**config.mk**
```make
export PLATFORM = sky130hd
export DESIGN_NAME = m92_cpu_mem_responder_flat
export DESIGN_NICKNAME = d
export VERILOG_FILES = /design/src/rtl/m92_cpu_mem_responder_if.sv /design/src/rtl/m92_cpu_mem_responder.sv /design/src/flat_wrapper.sv
export SDC_FILE = /design/constraint.sdc
export NUM_CORES = 1
export LEC_CHECK = 0
export CORE_MARGIN = 2
export CORE_UTILIZATION = 45
export CTS_CLUSTER_SIZE = 24
export DETAILED_ROUTE_END_ITERATION = 10
export HOLD_SLACK_MARGIN = 0.02
export PLACE_DENSITY_LB_ADDON = 0.05
export SLEW_MARGIN = 40
export SYNTH_ARGS = -nofsm -noshare
export SYNTH_HDL_FRONTEND = slang
export SYNTH_SLANG_ARGS = --single-unit
```
**constraint.sdc**
```tcl
create_clock -name clk -period 2.1 [get_ports clk]
set_input_delay 0.42 -clock clk [delete_from_list [all_inputs] [get_ports clk]]
set_output_delay 0.42 -clock clk [all_outputs]
set_load 0.05 [all_outputs]
```
**src/rtl/m92_cpu_mem_responder_if.sv**
```systemverilog
// m92_cpu_mem_responder_if: CPU-side bus and SDRAM arbiter port of the memory responder.
//   slave  : responder view (cpu_* requests and sdr_ack/sdr_rdata in; cpu_dout/ready/error and sdr_* requests out)
//   master : mirror view used by whatever drives the CPU cycles and plays the SDRAM arbiter
interface m92_cpu_mem_responder_if #(parameter int ADDR_W = 25);
    logic              cpu_req;
    logic              cpu_we;
    logic [1:0]        cpu_be;
    logic [15:0]       cpu_din;
    logic [ADDR_W-1:0] mem_addr;
    logic              rom_memrq;
    logic              ram_memrq;
    logic              writable;
    logic [15:0]       cpu_dout;
    logic              cpu_ready;
    logic              bus_error;
    logic              sdr_req;
    logic              sdr_we;
    logic [ADDR_W-1:0] sdr_addr;
    logic [1:0]        sdr_be;
    logic [15:0]       sdr_wdata;
    logic              sdr_ack;
    logic [15:0]       sdr_rdata;
    logic              cache_flush;

    modport slave (
        input  cpu_req, cpu_we, cpu_be, cpu_din, mem_addr, rom_memrq, ram_memrq, writable,
        input  sdr_ack, sdr_rdata, cache_flush,
        output cpu_dout, cpu_ready, bus_error, sdr_req, sdr_we, sdr_addr, sdr_be, sdr_wdata
    );

    modport master (
        output cpu_req, cpu_we, cpu_be, cpu_din, mem_addr, rom_memrq, ram_memrq, writable,
        output sdr_ack, sdr_rdata, cache_flush,
        input  cpu_dout, cpu_ready, bus_error, sdr_req, sdr_we, sdr_addr, sdr_be, sdr_wdata
    );
endinterface

```
**src/rtl/m92_cpu_mem_responder.sv**
```systemverilog
// m92_cpu_mem_responder: turns CPU memory cycles into SDRAM req/ack transactions with a one-entry read cache.
//   clk, reset_n : clock, asynchronous active-low reset
//   bus (slave)  : cpu_* cycle in, cpu_dout/cpu_ready/bus_error out, sdr_* arbiter port, cache_flush
module m92_cpu_mem_responder #(
    parameter int ADDR_W   = 25,
    parameter int TIMEOUT  = 255,
    parameter bit CACHE_EN = 1'b1
) (
    input logic                    clk,
    input logic                    reset_n,
    m92_cpu_mem_responder_if.slave bus
);
    typedef enum logic [1:0] {IDLE, RD, WR, DONE} state_t;

    state_t            state, state_d;
    logic [7:0]        cnt, cnt_d;
    logic              req_q, req_d, we_q, we_d, err_q, err_d, c_valid, c_valid_d;
    logic [ADDR_W-1:0] addr_q, addr_d, c_tag, c_tag_d, word;
    logic [1:0]        be_q, be_d;
    logic [15:0]       wdata_q, wdata_d, dout_q, dout_d, c_data, c_data_d;
    logic              hit, tag_match;

    // Word address: bit 0 cleared so odd and even byte addresses share one cache tag.
    assign word      = bus.mem_addr & ~ADDR_W'(1);
    assign hit       = CACHE_EN && c_valid && c_tag == word;
    assign tag_match = c_valid && c_tag == addr_q;

    always_comb begin
        state_d   = state;
        cnt_d     = cnt;
        req_d     = req_q;
        we_d      = we_q;
        err_d     = err_q;
        addr_d    = addr_q;
        be_d      = be_q;
        wdata_d   = wdata_q;
        dout_d    = dout_q;
        c_valid_d = c_valid;
        c_tag_d   = c_tag;
        c_data_d  = c_data;
        unique case (state)
            IDLE: if (bus.cpu_req) begin
                err_d = 1'b0;
                if (!(bus.rom_memrq || bus.ram_memrq)) begin
                    state_d = DONE;
                    dout_d  = 16'hFFFF;
                end else if (bus.cpu_we) begin
                    if (bus.writable && !bus.rom_memrq) begin
                        state_d = WR;
                        req_d   = 1'b1;
                        we_d    = 1'b1;
                        addr_d  = word;
                        be_d    = bus.cpu_be;
                        wdata_d = bus.cpu_din;
                    end else
                        state_d = DONE;
                end else if (hit) begin
                    state_d = DONE;
                    dout_d  = c_data;
                end else begin
                    state_d = RD;
                    req_d   = 1'b1;
                    we_d    = 1'b0;
                    addr_d  = word;
                    be_d    = 2'b11;
                end
            end
            RD, WR: begin
                cnt_d = cnt + 8'd1;
                if (bus.sdr_ack) begin
                    req_d   = 1'b0;
                    state_d = DONE;
                    if (state == RD) begin
                        dout_d    = bus.sdr_rdata;
                        c_tag_d   = addr_q;
                        c_data_d  = bus.sdr_rdata;
                        c_valid_d = CACHE_EN;
                    end else if (tag_match)
                        // Keep the cached word coherent with what SDRAM now holds.
                        c_data_d = {be_q[1] ? wdata_q[15:8] : c_data[15:8],
                                    be_q[0] ? wdata_q[7:0]  : c_data[7:0]};
                end else if (cnt == 8'(TIMEOUT - 1)) begin
                    req_d   = 1'b0;
                    state_d = DONE;
                    err_d   = 1'b1;
                    dout_d  = 16'hFFFF;
                end
            end
            DONE: begin
                state_d = IDLE;
                cnt_d   = 8'd0;
            end
            default: state_d = IDLE;
        endcase
        // Flush beats a same-cycle fill so a bank switch never leaves stale data valid.
        if (bus.cache_flush)
            c_valid_d = 1'b0;
    end

    always_ff @(posedge clk or negedge reset_n) begin
        if (!reset_n) begin
            state   <= IDLE;
            cnt     <= '0;
            req_q   <= 1'b0;
            we_q    <= 1'b0;
            err_q   <= 1'b0;
            addr_q  <= '0;
            be_q    <= '0;
            wdata_q <= '0;
            dout_q  <= '0;
            c_valid <= 1'b0;
            c_tag   <= '0;
            c_data  <= '0;
        end else begin
            state   <= state_d;
            cnt     <= cnt_d;
            req_q   <= req_d;
            we_q    <= we_d;
            err_q   <= err_d;
            addr_q  <= addr_d;
            be_q    <= be_d;
            wdata_q <= wdata_d;
            dout_q  <= dout_d;
            c_valid <= c_valid_d;
            c_tag   <= c_tag_d;
            c_data  <= c_data_d;
        end
    end

    assign bus.sdr_req   = req_q;
    assign bus.sdr_we    = we_q;
    assign bus.sdr_addr  = addr_q;
    assign bus.sdr_be    = be_q;
    assign bus.sdr_wdata = wdata_q;
    assign bus.cpu_dout  = dout_q;
    assign bus.cpu_ready = state == DONE;
    assign bus.bus_error = state == DONE && err_q;
endmodule

```
**src/flat_wrapper.sv**
```systemverilog
// flat-port wrapper written by rule: the top's interface ports become plain ports
module m92_cpu_mem_responder_flat 
#(
    parameter int ADDR_W   = 25,
    parameter int TIMEOUT  = 255,
    parameter bit CACHE_EN = 1'b1
)
  (clk, reset_n, bus_cpu_req, bus_cpu_we, bus_cpu_be, bus_cpu_din, bus_mem_addr, bus_rom_memrq, bus_ram_memrq, bus_writable, bus_sdr_ack, bus_sdr_rdata, bus_cache_flush, bus_cpu_dout, bus_cpu_ready, bus_bus_error, bus_sdr_req, bus_sdr_we, bus_sdr_addr, bus_sdr_be, bus_sdr_wdata);
  m92_cpu_mem_responder_if #(.ADDR_W(ADDR_W)) bus_i ();
  input logic clk;
  input logic reset_n;
  input wire logic [$bits(bus_i.cpu_req)-1:0] bus_cpu_req;
  input wire logic [$bits(bus_i.cpu_we)-1:0] bus_cpu_we;
  input wire logic [$bits(bus_i.cpu_be)-1:0] bus_cpu_be;
  input wire logic [$bits(bus_i.cpu_din)-1:0] bus_cpu_din;
  input wire logic [$bits(bus_i.mem_addr)-1:0] bus_mem_addr;
  input wire logic [$bits(bus_i.rom_memrq)-1:0] bus_rom_memrq;
  input wire logic [$bits(bus_i.ram_memrq)-1:0] bus_ram_memrq;
  input wire logic [$bits(bus_i.writable)-1:0] bus_writable;
  input wire logic [$bits(bus_i.sdr_ack)-1:0] bus_sdr_ack;
  input wire logic [$bits(bus_i.sdr_rdata)-1:0] bus_sdr_rdata;
  input wire logic [$bits(bus_i.cache_flush)-1:0] bus_cache_flush;
  output wire logic [$bits(bus_i.cpu_dout)-1:0] bus_cpu_dout;
  output wire logic [$bits(bus_i.cpu_ready)-1:0] bus_cpu_ready;
  output wire logic [$bits(bus_i.bus_error)-1:0] bus_bus_error;
  output wire logic [$bits(bus_i.sdr_req)-1:0] bus_sdr_req;
  output wire logic [$bits(bus_i.sdr_we)-1:0] bus_sdr_we;
  output wire logic [$bits(bus_i.sdr_addr)-1:0] bus_sdr_addr;
  output wire logic [$bits(bus_i.sdr_be)-1:0] bus_sdr_be;
  output wire logic [$bits(bus_i.sdr_wdata)-1:0] bus_sdr_wdata;
  assign bus_i.cpu_req = bus_cpu_req;
  assign bus_i.cpu_we = bus_cpu_we;
  assign bus_i.cpu_be = bus_cpu_be;
  assign bus_i.cpu_din = bus_cpu_din;
  assign bus_i.mem_addr = bus_mem_addr;
  assign bus_i.rom_memrq = bus_rom_memrq;
  assign bus_i.ram_memrq = bus_ram_memrq;
  assign bus_i.writable = bus_writable;
  assign bus_i.sdr_ack = bus_sdr_ack;
  assign bus_i.sdr_rdata = bus_sdr_rdata;
  assign bus_i.cache_flush = bus_cache_flush;
  assign bus_cpu_dout = bus_i.cpu_dout;
  assign bus_cpu_ready = bus_i.cpu_ready;
  assign bus_bus_error = bus_i.bus_error;
  assign bus_sdr_req = bus_i.sdr_req;
  assign bus_sdr_we = bus_i.sdr_we;
  assign bus_sdr_addr = bus_i.sdr_addr;
  assign bus_sdr_be = bus_i.sdr_be;
  assign bus_sdr_wdata = bus_i.sdr_wdata;
  m92_cpu_mem_responder #(.ADDR_W(ADDR_W), .TIMEOUT(TIMEOUT), .CACHE_EN(CACHE_EN)) u_core (.clk(clk), .reset_n(reset_n), .bus(bus_i));
endmodule
```
# --- Word-level counts from Yosys, hierarchy flattened ---
# Index checks and enable logic that the tools add are counted.
totals:
  reg_bits: 114
  wordCells: 103
  in_bits: 68
  output_inout_bits: 63
op_classes:
  reduce_logical: 26
  add_sub_neg: 1
  muxes: 45
  eq_ne: 18
ops:
  columns: ["op", "count"]
  rows:
  - ["$mux 16", 9]
  - ["$mux 25", 3]
  - ["$eq 25x25->1", 2]
  - ["$pmux 16 s2", 1]
  - ["$mux 2", 9]
  - ["$mux 1", 17]
  - ["$mux 8", 2]
  - ["$pmux 8 s2", 1]
  - ["$reduce_bool 2->1", 8]
  - ["$ne 3x2->1 const B", 4]
  - ["$reduce_and 4->1", 3]
  - ["$reduce_and 6->1", 2]
  - ["$reduce_and 5->1", 2]
  - ["$add 8x1->8 const B", 1]
  - ["$eq 8x8->1 const B", 1]
  - ["$ne 2x1->1 const B", 3]
  - ["$ne 2x2->1 const B", 3]
  - ["$ne 3x3->1 const B", 2]
  - ["$pmux 2 s3", 1]
  - ["$reduce_and 3->1", 2]
  - ["$eq 2x2->1 const B", 2]
  - ["$logic_and 1x1->1", 4]
  - ["$pmux 1 s2", 2]
  - ["$eq 2x1->1 const B", 1]
  - ["other kinds (5)", 5]

# --- Depth between registers and ports, before layout ---
logic_depth:
  ltp_word: 7
  mapped_depth: 8
  ltp_nobuf: 7

# --- Worst setup path before layout ---
# No wires, ideal clock.
synth_path:
  path_kind: "register -> register"
  from: "register u_core.addr_q[9] (netlist: u_core.bus.sdr_addr[9])"
  to: "register u_core.c_data[0]"
  slack_ps: 2
  stages_incl_launch_ff: 7
  t_required_ps: 1977
  period_less_slack_ps: 2098
  path_buffers: 0
  setup_ps: 123
  arrival_time_ps: 1975
  path_cell_list: "dfrtp_1 xnor2_1 nand4_1 nor4_1 and2_1 nand3_1 o221a_2"
synth_between:
  elab_chain_cells: 4
synth_lines:
  columns: ["item", "line_no", "rtl"]
  rows:
  - ["from (decl)", "m92_cpu_mem_responder.sv:18", "logic [ADDR_W-1:0] addr_q, addr_d, c_tag, c_tag_d, word;"]
  - ["from (signal assigned)", "m92_cpu_mem_responder.sv:120", "addr_q <= addr_d;"]
  - ["$eq 25x25->1", "m92_cpu_mem_responder.sv:26", "assign tag_match = c_valid && c_tag == addr_q;"]
  - ["$logic_and 1x1->1", "m92_cpu_mem_responder.sv:26", null]
  - ["$reduce_bool 2->1 (no line)", null, null]
  - ["$reduce_and 4->1 (no line)", null, null]
  - ["to (signal assigned)", "m92_cpu_mem_responder.sv:126", "c_data <= c_data_d;"]
  - ["to (decl)", "m92_cpu_mem_responder.sv:20", "logic [15:0] wdata_q, wdata_d, dout_q, dout_d, c_data, c_data_d;"]
# Every way passes these cells.
# A chain may end at the register's enable or synchronous reset.

# --- Worst setup path after layout ---
layout_path:
  from: "input port bus_mem_addr[7]"
  to: "register u_core.addr_q[20] (netlist: u_core.bus.sdr_addr[20])"
layout_between:
  elab_chain_cells: 4
layout_lines:
  columns: ["item", "line_no", "rtl"]
  rows:
  - ["from (decl)", "flat_wrapper.sv:16", "input wire logic [$bits(bus_i.mem_addr)-1:0] bus_mem_addr;"]
  - ["$eq 25x25->1", "m92_cpu_mem_responder.sv:25", "assign hit = CACHE_EN && c_valid && c_tag == word;"]
  - ["$logic_and 1x1->1", "m92_cpu_mem_responder.sv:25", null]
  - ["$ne 2x2->1 (no line)", null, null]
  - ["$reduce_and 5->1 (no line)", null, null]
# Every way passes these cells.

==> impl_metrics.py <==
metrics = {
    "logic_synthesis": {
        "synth_cell_type_count": 48,
        "synth-edff-count": 0,
        "avgSynthCellArea_um2": 11.54,
        "synth_flop_cell": "dfrtp_1",
        "yosysWarningCount": 0,
        "synth_nets": 538,
        "synthArstFlopShare": 1.000,
        "ys_seq_area_frac": 0.5235,
        "synth_area_um2": 5354,
        "ys_seq_elements": 112,
        "syn_inst": 464,
    },
    "timing": {
        "fin_crit_sh": 1.012,
        "hold_violations": 0,
        "whs_ps": 368.1,
        "setup_violations": 8,
        "setup_ws_ps": -24.29,
        "finalClockSkew_ps": 11.31,
        "slew_violations": 0,
        "worstMarginPinSlew_ps": 638.9,
        "rsz0062_at_grt": "yes",
        "max_slew_margin": 0.5702,
        "fin_crit_ps": 2124,
        "max_freq_ghz": 0.4707,
    },
    "layout": {
        "area_growth_pct": 39.45,
        "layout-drive-gt1-share": 0.2377,
        "mostFrequentLayoutCells": "112 x dfrtp_1, 103 x clkdlybuf4s50_1, 60 x nand2_1, 47 x mux2_2, 44 x xnor2_1",
        "fin_cells": 774,
        "final_common_cell": "dfrtp_1",
        "n_antenna_cell": 0,
        "num-fill-cells": 973,
        "final_nets": 701,
    },
    "routing": {
        "initialDrtViolationCount": 185,
        "wl_per_cell_um": 16.82,
        "first_pass_iters": 8,
        "viasPerCell": 5.227,
        "drc": 10,
        "finalWirelength_um": 13020,
        "via_count": 4046,
        "ant_nets": 0,
    },
    "floorplanning": {
        "num_rows": 39,
        "coreArea_um2": 11520,
        "die_area_um2": 12790,
        "die_width_um": 113.1,
        "start_util": 0.4649,
        "ios": 131,
        "die_h_um": 113.1,
    },
    "global_route": {
        "grt_overflow": 0,
        "antenna_found_initial": 0,
        "grt_usage": 0.2150,
        "grt_pass1_wl_um": 21670,
        "grt_pass1_vias": 4306,
        "grt_max_degree": 45,
    },
    "clocking": {
        "cts.sinks": 112,
        "numCtsBuffers": 9,
        "h-tree-depth": 3,
        "clkTransAtPathRegs_ps": 70,
        "cts-root-buf": "clkbuf_16",
        "clock_path_buffers": 2,
        "cts_tree": "done",
        "clock_latency_ps": 360,
    },
    "critical_path": {
        "critPathArrivalTime_ps": 2360,
        "crit_type": "input port to flop",
        "setup.worst_path.start_class": "input port",
        "rr_endpoint": "u_core.bus.sdr_addr[16]",
        "cp-end-kind": "flop",
        "regToRegSetupSlack_ps": 20,
        "cp.required_ps": 2340,
        "crit_fanout": 5,
        "timing.rr.start": "u_core.c_tag[24]",
        "r2r_cells": 8,
    },
    "pwr": {
        "total_power_w": 0.01297,
        "powerDensity_nw_per_um2": 1737,
        "peakVddDrop_v": 0.0009750,
        "p_leak_nw": 3.218,
    },
    "worst_hold_path": {
        "whs_path_depth": 2,
        "hold_end": "u_core.bus.sdr_addr[11]",
        "hold_path.class": "input port to flop",
        "hold_start": "bus_mem_addr[11]",
    },
    "flow_run": {
        "drv_cap": 0,
    },
    "placement": {
        "gp_congestion": 0.8139,
        "dp_hpwl_um": 9584,
        "portBuffers": 128,
        "dp.cells": 750,
        "pre_cts_ws_ps": -454.3,
    },
    "run_status": {
        "violations": "DRC, setup timing",
        "status": "complete, but fails checks",
    },
}
## worst max-delay path by stage
stage	from	to	slack [ps]	cells after the start
2_1_floorplan	u_core.bus.sdr_addr[9]	u_core.c_data[0]	2	6
5_1_grt	u_core.c_tag[24]	u_core.bus.sdr_addr[16]	-90	8
3_3_place_gp	bus_mem_addr[16]	u_core.bus.sdr_addr[16]	-420	8
4_1_cts	u_core.c_tag[24]	u_core.bus.sdr_addr[15]	1	8
3_5_place_dp	bus_mem_addr[16]	u_core.bus.sdr_addr[12]	-450	8
6_report	bus_mem_addr[7]	u_core.bus.sdr_addr[20]	-20	9
## Yosys cell counts (6+ instances only)
| library cell | instances | area (um2) |
|---|---|---|
| nand4_1 | 11 | 68.82 |
| o221a_2 | 16 | 180.2 |
| nand3_1 | 8 | 40.04 |
| dfrtp_1 | 112 | 2803 |
| o21ai_0 | 9 | 45.04 |
| mux2i_1 | 17 | 170.2 |
| inv_1 | 22 | 82.58 |
| nor2_1 | 11 | 41.29 |
| nand2_1 | 60 | 225.2 |
| a21oi_1 | 6 | 30.03 |
| mux2_2 | 47 | 529.3 |
| xnor2_1 | 48 | 420.4 |
| o22ai_1 | 16 | 100.1 |
| ha_1 | 6 | 75.07 |
| or2_2 | 16 | 100.1 |
| clkbuf_1 | 11 | 41.29 |
## registers in the layout, summed over array words and instances (netlist names)
register              count
u_core.bus.cpu_dout      16
u_core.bus.sdr_addr      24
u_core.bus.sdr_be         2
u_core.bus.sdr_req        1
u_core.bus.sdr_wdata     16
u_core.bus.sdr_we         1
u_core.c_data            16
u_core.c_tag             24
u_core.c_valid            1
u_core.cnt                8
u_core.err_q              1
u_core.state              2
## final cells by class
type / count / area (um2) / share of cell area
Clock inverter: 3 / 67.56 / 0.009050
Inverter: 22 / 82.58 / 0.01106
Tap cell: 143 / 178.9 / 0.02397
Clock buffer: 12 / 236.5 / 0.03167
Sequential cell: 112 / 2803 / 0.3754
Multi-Input combinational cell: 314 / 2430 / 0.3255
Timing Repair Buffer: 168 / 1668 / 0.2234
## metal layers
layer	GRT usage	vias up	wire [um]
li1	-	1949	-
met3	0.06802	10	769
met5	0	-	0
met4	0.05935	0	110
met1	0.2752	1995	5791
met2	0.3545	92	6346
## repair_timing
item / CTS / global route
gates resized for setup: 24 / 10
hold buffers: 1 / 0
endpoints found under the setup margin: 52 / 37
buffers inserted: 6 / 0
cloned: 1 / 1
hold endpoints to repair: 25 / 0
pin swaps: 15 / 6
## critical path: stages
cell and delay, ps:
clkdlybuf4s50_1 460, xnor2_1 150, nand4_1 120, nor4_2 70
and2_4 170, nor4_4 280, buf_6 210, clkbuf_16 150
mux2_2 320
## metrics by stage
stage | util | cell area (um2) | setup TNS (ps)
after floorplan | - | 5354 | 0
after global placement | 0.6082 | 7004 | -17020
after detailed placement | 0.6082 | 7004 | -18110
after CTS | 0.6419 | 7392 | 0
after global routing | 0.6483 | 7466 | -1347
final | 0.6483 | 7466 | -66.27
## cell families after synthesis
group                    share of synthesized area
AND/OR/NAND/NOR                             0.1232
AO/OA/AOI/OAI                              0.08857
flip-flops                                  0.5235
multiplexers                                0.1362
other                                    0.0007004
XOR/XNOR                                   0.08016
buffers and inverters                      0.03365
adder cells (fa/ha/maj)                    0.01402
## where the power goes
part           internal (W)  total (W)  leakage (nW)  switching, W
clock network       0.00104    0.00179         0.143      0.000749
registers           0.00318    0.00411          1.35      0.000933
logic               0.00313    0.00707          1.73       0.00393
No activity file was read; power rests on OpenSTA's default activity.
